`src/rtl/egress_drain_arbiter.sv`:
```
// Egress reader for the 4x4 fabric: round-robin drain of fifo4..fifo7 into one
// registered ready/valid stream, with per-port delivery counts and tag checking.
module egress_drain_arbiter #(
    parameter int WIDTH = 10,
    parameter int CNT_W = 8
) (
    input  logic             clk,
    input  logic             reset,
    input  logic [WIDTH-1:0] fifo4_out,
    input  logic [WIDTH-1:0] fifo5_out,
    input  logic [WIDTH-1:0] fifo6_out,
    input  logic [WIDTH-1:0] fifo7_out,
    input  logic             fifo4_empty,
    input  logic             fifo5_empty,
    input  logic             fifo6_empty,
    input  logic             fifo7_empty,
    output logic             pop4,
    output logic             pop5,
    output logic             pop6,
    output logic             pop7,
    input  logic             out_ready,
    output logic [WIDTH-1:0] data_out,
    output logic             valid_out,
    output logic [1:0]       src_out,
    output logic             tag_err,
    output logic [CNT_W-1:0] err_count,
    output logic [CNT_W-1:0] cnt4,
    output logic [CNT_W-1:0] cnt5,
    output logic [CNT_W-1:0] cnt6,
    output logic [CNT_W-1:0] cnt7
);

    logic [WIDTH-1:0] head [4];
    logic [3:0]       avail;
    logic [1:0]       rr;
    logic [1:0]       grant_idx;
    logic [1:0]       scan_idx;
    logic             grant_vld;
    logic             can_load;
    logic             do_pop;
    logic [WIDTH-1:0] sel_word;
    logic             sel_mismatch;
    logic [CNT_W-1:0] cnt_q [4];

    assign head[0] = fifo4_out;
    assign head[1] = fifo5_out;
    assign head[2] = fifo6_out;
    assign head[3] = fifo7_out;

    assign avail = {~fifo7_empty, ~fifo6_empty, ~fifo5_empty, ~fifo4_empty};

    // Search upward from rr, wrapping 3->0; first non-empty FIFO wins.
    always_comb begin
        grant_vld = 1'b0;
        grant_idx = rr;
        scan_idx  = rr;
        for (int k = 0; k < 4; k++) begin
            scan_idx = rr + 2'(k);
            if (!grant_vld && avail[scan_idx]) begin
                grant_vld = 1'b1;
                grant_idx = scan_idx;
            end
        end
    end

    assign can_load     = ~valid_out | out_ready;
    assign do_pop       = reset & can_load & grant_vld;
    assign sel_word     = head[grant_idx];
    assign sel_mismatch = (sel_word[WIDTH-1 -: 2] != grant_idx);

    assign pop4 = do_pop && (grant_idx == 2'd0);
    assign pop5 = do_pop && (grant_idx == 2'd1);
    assign pop6 = do_pop && (grant_idx == 2'd2);
    assign pop7 = do_pop && (grant_idx == 2'd3);

    always_ff @(posedge clk or negedge reset) begin
        if (!reset) begin
            data_out  <= '0;
            valid_out <= 1'b0;
            src_out   <= 2'd0;
            tag_err   <= 1'b0;
            err_count <= '0;
            rr        <= 2'd0;
            for (int i = 0; i < 4; i++) begin
                cnt_q[i] <= '0;
            end
        end else if (do_pop) begin
            data_out         <= sel_word;
            src_out          <= grant_idx;
            valid_out        <= 1'b1;
            cnt_q[grant_idx] <= cnt_q[grant_idx] + 1'b1;
            rr               <= grant_idx + 2'd1;
            tag_err          <= sel_mismatch;
            if (sel_mismatch && (err_count != {CNT_W{1'b1}})) begin
                err_count <= err_count + 1'b1;
            end
        end else begin
            // Stalled or idle: only a consumed word clears valid; data/src hold.
            tag_err <= 1'b0;
            if (out_ready) begin
                valid_out <= 1'b0;
            end
        end
    end

    assign cnt4 = cnt_q[0];
    assign cnt5 = cnt_q[1];
    assign cnt6 = cnt_q[2];
    assign cnt7 = cnt_q[3];

endmodule

```
`config.mk`:
```
export PLATFORM = sky130hd
export DESIGN_NAME = egress_drain_arbiter
export DESIGN_NICKNAME = d
export VERILOG_FILES = /design/src/rtl/egress_drain_arbiter.sv
export SDC_FILE = /design/constraint.sdc
export NUM_CORES = 1
export LEC_CHECK = 0
export CAP_MARGIN = 20
export CORE_ASPECT_RATIO = 0.8
export CORE_MARGIN = 3
export CORE_UTILIZATION = 30
export DETAILED_ROUTE_END_ITERATION = 8
export PLACE_DENSITY = 0.56
export SYNTH_ARGS = -nofsm -noshare
export SYNTH_HDL_FRONTEND = slang
export SYNTH_SLANG_ARGS = --single-unit
```
`constraint.sdc`:
```
create_clock -name clk -period 3.8 [get_ports clk]
set_input_delay 0.95 -clock clk [delete_from_list [all_inputs] [get_ports clk]]
set_output_delay 0.95 -clock clk [all_outputs]
set_load 0.02 [all_outputs]
```
==> reports/summary.log, run 1 <==
INFO  outcome        run_status=finished, final reports clean
INFO  clock_tree     cts-root-buf=sky130_fd_sc_hd__clkbuf_16
INFO  synth          synth-async-reset-ratio=100.0%
INFO  detailed_routing ant_nets=0
INFO  sta            min_period_over_period=97.48%
INFO  power_and_ir_drop powerDensity=809.5nW/um^2
INFO  synth          synthesis.area_per_instance=9.055um^2
INFO  detailed_routing drt-total-wl=10380um
INFO  synth          synth-seq-area-share=44.73%
INFO  place          place_hpwl=7815um
INFO  synth          synth_edf_count=0
INFO  setup_path     worstSetupStartpoint=fifo4_empty
INFO  synth          synth_most_common_cell=sky130_fd_sc_hd__nand2_1
INFO  setup_path     worst_setup_path_endpoint=pop7
INFO  final_layout   drive_above_1_share=18.11%
INFO  sta            max_slew.worst_pin.slew=0.7435ns
INFO  floorplanning  die_area=11710um^2
INFO  final_layout   fin_nets=538
INFO  global_route   grt_max_degree=59
INFO  synth          warning_count_from_the_yosys_run=0
INFO  detailed_routing avgViaCountPerCell=5.018
INFO  setup_path     critPathMaxStageDelay=0.43ns
INFO  clock_tree     clock_tree_from_tritoncts=built
INFO  clock_tree     clock-sinks=56
INFO  synth          unique_cell_type_count_in_the_yosys_netlist=44
INFO  setup_path     critical_path.reg2reg.endpoint=cnt6[4]
INFO  clock_tree     htreeDepth=2
INFO  floorplanning  die_height=97.41um
INFO  clock_tree     cts_bufs_inserted=5
INFO  setup_path     critPathArrivalTime=2.75ns
INFO  job            drv.max_cap_violation_count=0
INFO  sta            finalCriticalPeriod=3.704ns
INFO  sta            achievable-frequency=269.9MHz
INFO  detailed_routing drc=0
INFO  synth          area_fraction_of_the_dominant_cell_type_after_synthesis=44.73%
INFO  sta            rsz_0062_raised_after_global_routing=no
INFO  sta            post-route-worst-setup-slack=0.09557ns
INFO  setup_path     r2r_start=rr[0]
INFO  clock_tree     clk_latency=0.29ns
INFO  setup_path     critPathTopFamily=buffers and inverters
INFO  synth          postSynthRegisterBits=56
INFO  floorplanning  coreArea=9889um^2
INFO  clock_tree     ctsLongestPathBuffers=2
INFO  setup_path     worst-path-stages=10
INFO  setup_path     cp_cell_sequence=clkdlybuf4s50_1 > or2_4 > buf_4 > o2111ai_2 > nand2_2 > buf_4 > ha_1 > nand2_1 > inv_2 > clkdlybuf4s15_1
INFO  setup_path     critPathMaxFanout=4
INFO  place          buffer_ports.inserted=104
INFO  setup_path     reg2regPathDepth=9
INFO  final_layout   area_growth_syn_to_layout=51.04%
INFO  setup_path     critPathMostFrequentCell=sky130_fd_sc_hd__buf_4
INFO  synth          ys_dominant_reg_cell=sky130_fd_sc_hd__dfrtp_1
INFO  final_layout   antenna_cells_inserted=0
INFO  detailed_routing drtIter0Drc=173
INFO  detailed_routing drt-pass1-iter-count=4
INFO  global_route   grt_pass1_vias=3073
INFO  setup_path     cp_num_buf_inv=5
INFO  detailed_routing dr_total_vias=3121
INFO  synth          synthTopCellsByArea=sky130_fd_sc_hd__dfrtp_1 45%, sky130_fd_sc_hd__nand2_1 9.2%, sky130_fd_sc_hd__o21ai_0 5.9%, sky130_fd_sc_hd__nand3_1 5.0%, sky130_fd_sc_hd__mux2_2 4.7%
INFO  synth          netlist_area=3133um^2
INFO  synth          yosys-top-cells-count=77 x sky130_fd_sc_hd__nand2_1, 56 x sky130_fd_sc_hd__dfrtp_1, 37 x sky130_fd_sc_hd__o21ai_0, 31 x sky130_fd_sc_hd__nand3_1, 18 x sky130_fd_sc_hd__nor2_1
INFO  sta            setup_tns=0ns
INFO  global_route   grt_overflow=0
INFO  floorplanning  io_pins=105
INFO  sta            setup_viol_count_final=0
INFO  clock_tree     clk_pin_slew=0.07ns
INFO  min_path       timing.hold.worst.class=register to register
INFO  sta            final.setup_skew=0.005135ns
INFO  final_layout   layout.area.seq=1401um^2
INFO  place          dp_slack=-0.2608ns
INFO  floorplanning  die-width=120.3um
INFO  final_layout   multi_input_combinational_cell_area=1630um^2
INFO  global_route   grt_pass1_wl=16740um
INFO  global_route   grtUsageTotal=17.76%
INFO  synth          synthesis.nets=399
INFO  setup_path     ff2ff_setup_slack=1.03ns
INFO  setup_path     worst_path_max_delay_cell=sky130_fd_sc_hd__clkdlybuf4s50_1
INFO  floorplanning  fp-row-count=32
INFO  place          gpl.final_weighted_congestion=0.8548
INFO  power_and_ir_drop peakVddDrop=0.0004072V
INFO  sta            slew_headroom=50.43%
INFO  sta            whs=0.4834ns
INFO  sta            finalMaxSlewViolations=0
INFO  floorplanning  floorplan.initialDensity=31.68%
INFO  setup_path     worstSetupStartpointType=input port
INFO  clock_tree     post_cts_hold_buffer_count=0
INFO  sta            hold_viol_final=0
INFO  final_layout   nFillCells=964
INFO  synth          syn-instance-count=346
INFO  setup_path     class_of_the_most_critical_setup_path=input port to primary output
INFO  setup_path     cp-end-kind=primary output
INFO  power_and_ir_drop fin_total_pwr=3.831mW
INFO  detailed_routing detail_route.wl_per_cell=16.69um
INFO  power_and_ir_drop power.static_leakage=2.024nW
INFO  setup_path     worstPathRequired=2.85ns
INFO  global_route   grt_antenna_before_repair=0
INFO  synth          synth.largest_area_cell=sky130_fd_sc_hd__dfrtp_1
==> flip-flops by register name (all words and copies together) (netlist names) <==
register	flops
err_count	8
cnt7	8
rr	2
tag_err	1
cnt5	8
cnt6	8
valid_out	1
cnt4	8
src_out	2
data_out	10
==> worst min-delay path: cells and delay by family, from the launching register on <==
kind | cells | cell delay, ns
and+or+nand+nor | 1 | 0.04
AOI/OAI and AO/OA | 1 | 0.06
DFF | 1 | 0.34
==> where the power goes <==
group          switching, mW  internal, mW  total [mW]
clock                  0.212         0.261       0.472
sequential             0.223         0.855        1.08
combinational           1.22          1.06        2.28
==> how the worst min path moves through the flow <==
| stage | start | endpoint | cells after the start |
|---|---|---|---|
| after detailed placement | src_out[1] | src_out[1] | 2 |
| after floorplan | rr[0] | rr[0] | 2 |
| final | src_out[1] | src_out[1] | 2 |
| after CTS | src_out[1] | src_out[1] | 2 |
| after global routing | data_out[3] | data_out[3] | 2 |
| after global placement | src_out[0] | src_out[0] | 2 |
==> stage by stage <==
stage                     instances  util (%)  instance area, um^2
after CTS                       622     47.84                 4731
after detailed placement        614     46.34                 4583
after global placement          614     46.34                 4583
after floorplan                 346         -                 3133
after global routing            622     47.85                 4732
final                           622     47.85                 4732
==> final cells by class <==
cell class,instances,share of cell area (%)
clock buffers,6,2.935
clock inverters,2,0.2115
inverters,6,0.4759
multi-input cells,268,34.45
flip-flops and latches,56,29.61
well taps,136,3.596
repair buffers,148,28.71
==> cells in the final DEF (no fill, tap or decap), drive strengths merged, types with 3 or more instances in the layout <==
cell,count
nand3,31
a31oi,18
clkbuf,8
a32oi,12
ha,6
and2,3
a21boi,6
dfrtp,56
nand4,4
nor2,18
buf,45
xnor2,9
and3,8
o21ai,39
a211oi,3
or3,5
inv,6
mux2,13
nand2,77
clkdlybuf4s50,98
==> metal layers <==
| layer | wire (um) | track usage (%) | vias to the layer above |
|---|---|---|---|
| li1 | - | - | 1520 |
| met1 | 5245 | 27.45 | 1523 |
| met2 | 4541 | 25.52 | 74 |
| met3 | 542 | 4.075 | 4 |
| met4 | 51 | 2.875 | 0 |
| met5 | 0 | 0 | - |
==> cell families after synthesis <==
logic type	synth area share, %
AO/OA/AOI/OAI	19.25
flip-flops	44.73
multiplexers	4.992
AND/OR/NAND/NOR	22.64
adder cells (fa/ha/maj)	2.396
XOR/XNOR	2.516
buffers and inverters	3.474
==> repair_timing <==
action,in CTS,in global routing
resized for setup,7,8
buffers inserted,0,0
endpoints found under the setup margin,4,4
(Power assumes the default switching activity.)
==> run 2: changes to the inputs <==
--- a/config.mk
+++ b/config.mk
@@ -5,6 +5,7 @@
 export SDC_FILE = /design/constraint.sdc
 export NUM_CORES = 1
 export LEC_CHECK = 0
+export ABC_AREA = 1
 export CAP_MARGIN = 20
 export CORE_ASPECT_RATIO = 0.8
 export CORE_MARGIN = 3
==> constraint.sdc (replaced) <==
create_clock -name clk -period 3.17 [get_ports clk]
set_input_delay 0.7925 -clock clk [delete_from_list [all_inputs] [get_ports clk]]
set_output_delay 0.7925 -clock clk [all_outputs]
set_load 0.02 [all_outputs]
==> reports/summary.log, run 2 <==
INFO  sta            final.setup_skew=0.008133ns
INFO  synth          synthesis.area_per_instance=7.304um^2
INFO  detailed_routing detail_route.wl_per_cell=15.32um
INFO  detailed_routing dr_total_vias=3796
INFO  synth          unique_cell_type_count_in_the_yosys_netlist=43
INFO  final_layout   register_with_the_most_flip_flops=data_out
INFO  job            drv.max_cap_violation_count=0
INFO  power_and_ir_drop power.static_leakage=2.623nW
INFO  clock_tree     ctsLongestPathBuffers=2
INFO  final_layout   largest_register_ff_count=10
INFO  synth          area_fraction_of_the_dominant_cell_type_after_synthesis=38.53%
INFO  final_layout   layoutNonFillerInstCount=788
INFO  setup_path     critPathMaxFanout=4
INFO  synth          warning_count_from_the_yosys_run=0
INFO  synth          synth-async-reset-ratio=100.0%
INFO  setup_path     worstSetupStartpointType=input port
INFO  synth          synth_edf_count=0
INFO  setup_path     worstPathRequired=2.38ns
INFO  setup_path     critPathMaxStageDelay=0.18ns
INFO  clock_tree     cts_bufs_inserted=5
INFO  floorplanning  die_height=104.5um
INFO  global_route   grt_antenna_before_repair=0
INFO  synth          synth.largest_area_cell=sky130_fd_sc_hd__dfrtp_1
INFO  global_route   grtUsageTotal=17.71%
INFO  synth          postSynthRegisterBits=56
INFO  power_and_ir_drop peakVddDrop=0.0008180V
INFO  clock_tree     clk_latency=0.30ns
INFO  final_layout   area_growth_syn_to_layout=48.88%
INFO  floorplanning  io_pins=105
INFO  clock_tree     cts-root-buf=sky130_fd_sc_hd__clkbuf_16
INFO  place          gpl.final_weighted_congestion=0.8976
INFO  final_layout   utilization=46.31%
INFO  sta            min_period_over_period=96.92%
INFO  setup_path     class_of_the_most_critical_setup_path=input port to primary output
INFO  setup_path     critPathMostFrequentCell=sky130_fd_sc_hd__nand2_2
INFO  place          placedCellCount=771
INFO  setup_path     cp_cell_sequence=buf_2 > inv_2 > nand2_1 > nand2_2 > nand2_2 > nand2_2 > nand4_4 > nand2_4 > nand2_4 > buf_12 > ha_1 > nand2_2 > clkinv_4 > buf_6
INFO  sta            achievable-frequency=325.5MHz
INFO  detailed_routing drtIter0Drc=227
INFO  clock_tree     clock_tree_from_tritoncts=built
INFO  global_route   grt_pass1_vias=3782
INFO  sta            max_slew.worst_pin.slew=0.7547ns
INFO  global_route   grt_pass1_wl=19260um
INFO  detailed_routing avgViaCountPerCell=4.817
INFO  detailed_routing drt-pass1-iter-count=4
INFO  detailed_routing drt-total-wl=12070um
INFO  power_and_ir_drop powerDensity=1336nW/um^2
INFO  floorplanning  die-width=129.1um
INFO  outcome        run_status=finished, final reports clean
INFO  global_route   grt_max_degree=57
INFO  sta            finalCriticalPeriod=3.072ns
INFO  synth          netlist_area=3637um^2
INFO  min_path       timing.hold.worst.class=register to register
INFO  floorplanning  die_area=13490um^2
INFO  place          place_hpwl=8691um
INFO  floorplanning  fp-row-count=35
INFO  synth          synthTopCellsByArea=sky130_fd_sc_hd__dfrtp_1 39%, sky130_fd_sc_hd__nand2_1 20%, sky130_fd_sc_hd__nand3_1 6.6%, sky130_fd_sc_hd__nand2_2 3.1%, sky130_fd_sc_hd__nor2_1 3.1%
INFO  place          buffer_ports.inserted=104
INFO  sta            setup_viol_count_final=0
INFO  clock_tree     clock-sinks=56
INFO  final_layout   final_cell_mix=177 x sky130_fd_sc_hd__nand2_1, 95 x sky130_fd_sc_hd__clkdlybuf4s50_1, 54 x sky130_fd_sc_hd__dfrtp_1, 46 x sky130_fd_sc_hd__buf_4, 44 x sky130_fd_sc_hd__nand3_1
INFO  floorplanning  floorplan.initialDensity=31.11%
INFO  detailed_routing drc=0
INFO  synth          synth-seq-area-share=38.53%
INFO  sta            finalMaxSlewViolations=0
INFO  clock_tree     post_cts_hold_buffer_count=0
INFO  sta            slew_headroom=49.68%
INFO  synth          syn-instance-count=498
INFO  synth          synthesis.nets=551
INFO  detailed_routing ant_nets=0
INFO  clock_tree     htreeDepth=2
INFO  synth          ys_dominant_reg_cell=sky130_fd_sc_hd__dfrtp_1
INFO  setup_path     critPathArrivalTime=2.28ns
INFO  final_layout   drive_above_1_share=22.66%
INFO  global_route   grt_overflow=0
INFO  setup_path     cp-end-kind=primary output
INFO  clock_tree     clk_pin_slew=0.07ns
INFO  synth          synth_most_common_cell=sky130_fd_sc_hd__nand2_1
INFO  setup_path     worst_path_max_delay_cell=sky130_fd_sc_hd__nand4_4
INFO  sta            hold_viol_final=0
INFO  final_layout   antenna_cells_inserted=0
INFO  floorplanning  coreArea=11690um^2
INFO  synth          yosys-top-cells-count=192 x sky130_fd_sc_hd__nand2_1, 56 x sky130_fd_sc_hd__dfrtp_1, 48 x sky130_fd_sc_hd__nand3_1, 30 x sky130_fd_sc_hd__nor2_1, 26 x sky130_fd_sc_hd__inv_1
INFO  final_layout   commonest_non_fill_non_tap_cell_in_the_layout=sky130_fd_sc_hd__nand2_1
INFO  final_layout   fin_nets=692
[run 2: changes by cell type after synthesis, sizes merged, moves of 8 or more]
cell,delta
mux2,-13
nand3,+22
nand2,+134
o21ai,-14
and3,-8
inv,+26
buf,+12
a21oi,+8
nand4,+10
nor2,+18
a31oi,-12
clkbuf,-8
a32oi,-12
[run 2: what timing repair did]
item,CTS,global route
setup endpoints to repair,16,16
setup buffers,2,7
pin swaps,17,16
endpoints found under the hold margin,0,0
gates resized for setup,49,32
[run 2: worst paths after layout]
kind / startpoint / end / slack (ns) / cells after the start
worst min register to register: src_out[1] / src_out[1] / 0.50 / 2
worst min-delay path: src_out[1] / src_out[1] / 0.50 / 2
worst max-delay path: fifo7_empty / pop4 / 0.1 / 14
min in group asynchronous: reset / cnt5[1] / 0.73 / 2
max in group asynchronous: reset / rr[0] / 1.88 / 2
worst max register to register: rr[0] / cnt5[6] / 0.19 / 19
[run 2: cell type report]
class,count,area (um^2)
Inverter,36,158.9
Clock inverter,3,42.54
Tap cell,148,185.2
Timing Repair Buffer,154,1441
Multi-Input combinational cell,386,2058
Sequential cell,56,1404
Clock buffer,5,125.1
Fill cell,1181,6277
[run 2: cells by family (layout without fill, tap and decap cells)]
group                    count (synthesis)  count (layout)  synth area share, %
AO/OA/AOI/OAI                           53              53                9.529
XOR/XNOR                                 8               8                2.133
adder cells (fa/ha/maj)                  6               6                2.064
buffers and inverters                   56             198                7.981
flip-flops                              56              56                38.53
AND/OR/NAND/NOR                        319             319                39.77
[run 2: through the flow]
step | power [mW] | setup WS (ns) | area, um^2 | hold slack [ns] | TNS [ns]
after floorplan | 4.268 | -0.07861 | 3661 | 0.4969 | -0.1496
after global placement | 6.111 | -0.6939 | 5062 | 0.4639 | -13.73
after detailed placement | 6.189 | -0.7443 | 5062 | 0.4821 | -15.83
after CTS | 6.995 | 0.004314 | 5299 | 0.5019 | 0
after global routing | 7.853 | -0.03582 | 5415 | 0.5278 | -0.1619
final | 7.232 | 0.09775 | 5415 | 0.4954 | 0
[run 2: per-layer routing]
metal | share of wire, % | global-route usage (%)
met5 | 0 | 0
met4 | 0.97 | 3.223
met3 | 6.2 | 3.234
met2 | 46 | 28.48
met1 | 47 | 25.00
[run 2: report_power, final]
| group | leakage, nW | switching [mW] | total (mW) | internal, mW |
|---|---|---|---|---|
| Clock | 0.0798 | 0.277 | 0.650 | 0.373 |
| Combinational | 1.83 | 3.13 | 5.39 | 2.26 |
| Sequential | 0.713 | 0.209 | 1.19 | 0.984 |
[run 2: critical path: cells and delay by family]
kind | cells | cell delay [ns]
and+or+nand+nor | 8 | 0.82
buffers and inverters | 5 | 0.48
adders and majority gates | 1 | 0.17
==> run 3: changes to the inputs <==
--- a/config.mk
+++ b/config.mk
@@ -9,9 +9,10 @@
 export CAP_MARGIN = 20
 export CORE_ASPECT_RATIO = 0.8
 export CORE_MARGIN = 3
-export CORE_UTILIZATION = 30
+export CORE_UTILIZATION = 40
+export CTS_BUF_LIST = sky130_fd_sc_hd__clkbuf_4 sky130_fd_sc_hd__clkbuf_8
 export DETAILED_ROUTE_END_ITERATION = 8
-export PLACE_DENSITY = 0.56
+export PLACE_DENSITY = 0.68
 export SYNTH_ARGS = -nofsm -noshare
 export SYNTH_HDL_FRONTEND = slang
 export SYNTH_SLANG_ARGS = --single-unit
==> constraint.sdc (replaced) <==
create_clock -name clk -period 3.55 [get_ports clk]
set_input_delay 0.8875 -clock clk [delete_from_list [all_inputs] [get_ports clk]]
set_output_delay 0.8875 -clock clk [all_outputs]
set_load 0.02 [all_outputs]
==> reports/summary.log, run 3 (synthesis results as in run 2) <==
INFO  global_route   grtUsageTotal=21.76%
INFO  detailed_routing drt-total-wl=10900um
INFO  power_and_ir_drop clkPwrFrac=7.3%
INFO  detailed_routing detail_route.wirelength.met1=5200um
INFO  setup_path     worstPathRequired=2.66ns
INFO  sta            achievable-frequency=294.6MHz
INFO  setup_path     worst_path_max_delay_cell=sky130_fd_sc_hd__dlygate4sd2_1
INFO  detailed_routing ant_nets=0
INFO  sta            final.setup_skew=0.006696ns
INFO  sta            slew_headroom=52.04%
INFO  sta            finalMaxSlewViolations=0
INFO  setup_path     critPathMostFrequentCell=sky130_fd_sc_hd__nand2_2
INFO  setup_path     cp-end-kind=primary output
INFO  sta            finalCriticalPeriod=3.395ns
INFO  sta            hold_viol_final=0
INFO  power_and_ir_drop powerDensity=1135nW/um^2
INFO  setup_path     reg2regPathDepth=18
INFO  floorplanning  floorplan.initialDensity=41.95%
INFO  clock_tree     clock_tree_from_tritoncts=built
INFO  place          placedCellCount=728
INFO  final_layout   area_growth_syn_to_layout=40.11%
INFO  setup_path     worst_setup_path_endpoint=pop7
INFO  floorplanning  fp-row-count=30
INFO  min_path       timing.hold.worst.class=register to register
INFO  global_route   grt_overflow=0
INFO  detailed_routing drc=0
INFO  power_and_ir_drop peakVddDrop=0.0007060V
INFO  power_and_ir_drop power.static_leakage=2.524nW
INFO  setup_path     worstSetupStartpointType=input port
INFO  sta            min_period_over_period=95.62%
INFO  floorplanning  die-width=112.6um
INFO  detailed_routing routed-wl-met2=4845um
INFO  detailed_routing top_signal_layer_used=met4
INFO  final_layout   commonest_non_fill_non_tap_cell_in_the_layout=sky130_fd_sc_hd__nand2_1
INFO  floorplanning  coreArea=8671um^2
INFO  power_and_ir_drop comb_power_share=74.3%
INFO  floorplanning  die_area=10280um^2
INFO  setup_path     critPathMaxFanout=6
INFO  sta            max_slew.worst_pin.slew=0.7194ns
INFO  global_route   grt_pass1_vias=3665
INFO  min_path       whs_path_depth=2
INFO  clock_tree     post_cts_hold_buffer_count=0
INFO  clock_tree     cts_bufs_inserted=5
INFO  clock_tree     htreeDepth=2
INFO  detailed_routing dr_total_vias=3755
INFO  floorplanning  die_height=91.29um
INFO  setup_path     critical_path.reg2reg.endpoint=cnt6[6]
INFO  sta            setup_viol_count_final=0
INFO  final_layout   antenna_cells_inserted=0
INFO  global_route   grt_antenna_before_repair=0
INFO  floorplanning  io_pins=105
INFO  final_layout   largest_register_ff_count=10
INFO  final_layout   fin_nets=678
INFO  place          place_hpwl=8003um
INFO  power_and_ir_drop switching_power=2.981mW
INFO  detailed_routing detail_route.wl_per_cell=14.77um
INFO  clock_tree     ctsLongestPathBuffers=2
INFO  setup_path     critPathMaxStageDelay=0.24ns
INFO  final_layout   layoutNonFillerInstCount=738
INFO  detailed_routing wl_met3=731um
INFO  sta            rsz_0062_raised_after_global_routing=no
INFO  job            drv.max_cap_violation_count=0
INFO  place          place_area=4931um^2
INFO  setup_path     r2r_start=rr[1]
INFO  final_layout   multi_input_combinational_cell_area=1991um^2
INFO  setup_path     critPathArrivalTime=2.51ns
INFO  clock_tree     clk_latency=0.31ns
INFO  global_route   grt_max_degree=57
INFO  setup_path     worstSetupStartpoint=fifo5_empty
INFO  final_layout   drive_above_1_share=17.25%
INFO  power_and_ir_drop p_sw_share=51.52%
INFO  clock_tree     clock-sinks=56
INFO  clock_tree     cts-root-buf=sky130_fd_sc_hd__clkbuf_8
INFO  power_and_ir_drop internal-power=2.804mW
INFO  setup_path     class_of_the_most_critical_setup_path=input port to primary output
INFO  power_and_ir_drop fin_total_pwr=5.785mW
INFO  final_layout   layout.area.seq=1401um^2
INFO  global_route   grt_pass1_wl=18440um
INFO  place          gpl.final_weighted_congestion=0.9073
INFO  final_layout   final_cell_area=5096um^2
INFO  setup_path     cp_cell_sequence=dlygate4sd2_1 > inv_1 > nand2_1 > nand3_1 > nand2_2 > nand4_4 > nand2_2 > nand2_4 > inv_1 > ha_1 > nand2_2 > inv_2 > buf_4
INFO  place          buffer_ports.inserted=104
INFO  setup_path     ff2ff_setup_slack=0.44ns
INFO  detailed_routing drtIter0Drc=257
INFO  outcome        run_status=finished, final reports clean
INFO  final_layout   register_with_the_most_flip_flops=data_out
INFO  clock_tree     clk_pin_slew=0.10ns
INFO  power_and_ir_drop p_seq_share=18.4%
INFO  final_layout   final_cell_mix=189 x sky130_fd_sc_hd__nand2_1, 95 x sky130_fd_sc_hd__clkdlybuf4s50_1, 56 x sky130_fd_sc_hd__dfrtp_1, 45 x sky130_fd_sc_hd__nand3_1, 35 x sky130_fd_sc_hd__buf_4
INFO  detailed_routing drt-pass1-iter-count=5
INFO  detailed_routing avgViaCountPerCell=5.088
INFO  final_layout   nFillCells=834
[run 3: stage by stage]
stage          util (%)  hold slack, ns  setup TNS (ns)  setup slack (ns)
5_1_grt           58.77          0.5324               0          0.001517
6_report          58.77          0.4897               0            0.1553
3_5_place_dp      56.87          0.4682          -6.122           -0.5980
2_1_floorplan         -          0.5919               0           0.01359
3_3_place_gp      56.87          0.4628          -4.350           -0.4974
4_1_cts           58.30          0.4941               0            0.1352
[run 3: worst max-delay path: cells and delay by family]
| kind | cells | cell delay [ns] |
|---|---|---|
| and+or+nand+nor | 7 | 0.82 |
| adders and majority gates | 1 | 0.17 |
| buffers and inverters | 5 | 0.61 |
[run 3: power groups by stage]
| stage | Sequential (mW) | Combinational [mW] | Clock (mW) |
|---|---|---|---|
| detailed placement | 1.08 | 4.18 | 0 |
| floorplan | 1.29 | 2.49 | 0 |
| global route | 1.10 | 4.77 | 0.459 |
| global placement | 1.07 | 4.11 | 0 |
| CTS | 1.07 | 4.24 | 0.440 |
| finish | 1.07 | 4.30 | 0.422 |
[run 3: what timing repair did]
| action | CTS | global route |
|---|---|---|
| hold endpoints to repair | 0 | 0 |
| buffers inserted | 2 | 0 |
| endpoints found under the setup margin | 8 | 8 |
| pin swaps | 3 | 5 |
| resized for setup | 28 | 12 |
[run 3: final cells by class]
cell class,count,area share [%]
clock buffers,5,1.350
clock inverters,3,0.8348
inverters,36,2.750
multi-input cells,386,39.06
flip-flops and latches,56,27.50
well taps,112,2.750
repair buffers,140,25.75
[run 3: how the worst min path moves through the flow]
| stage | startpoint | endpoint |
|---|---|---|
| floorplan | reset | cnt4[0] |
| global placement | src_out[1] | src_out[1] |
| detailed placement | src_out[1] | src_out[1] |
| CTS | src_out[1] | src_out[1] |
| global route | src_out[1] | src_out[1] |
| finish | src_out[1] | src_out[1] |
[run 3: routing by layer]
metal,GRT usage (%),up-vias
met5,0,-
met4,3.804,0
met3,3.731,14
met2,34.57,130
met1,31.46,1750
li1,-,1861
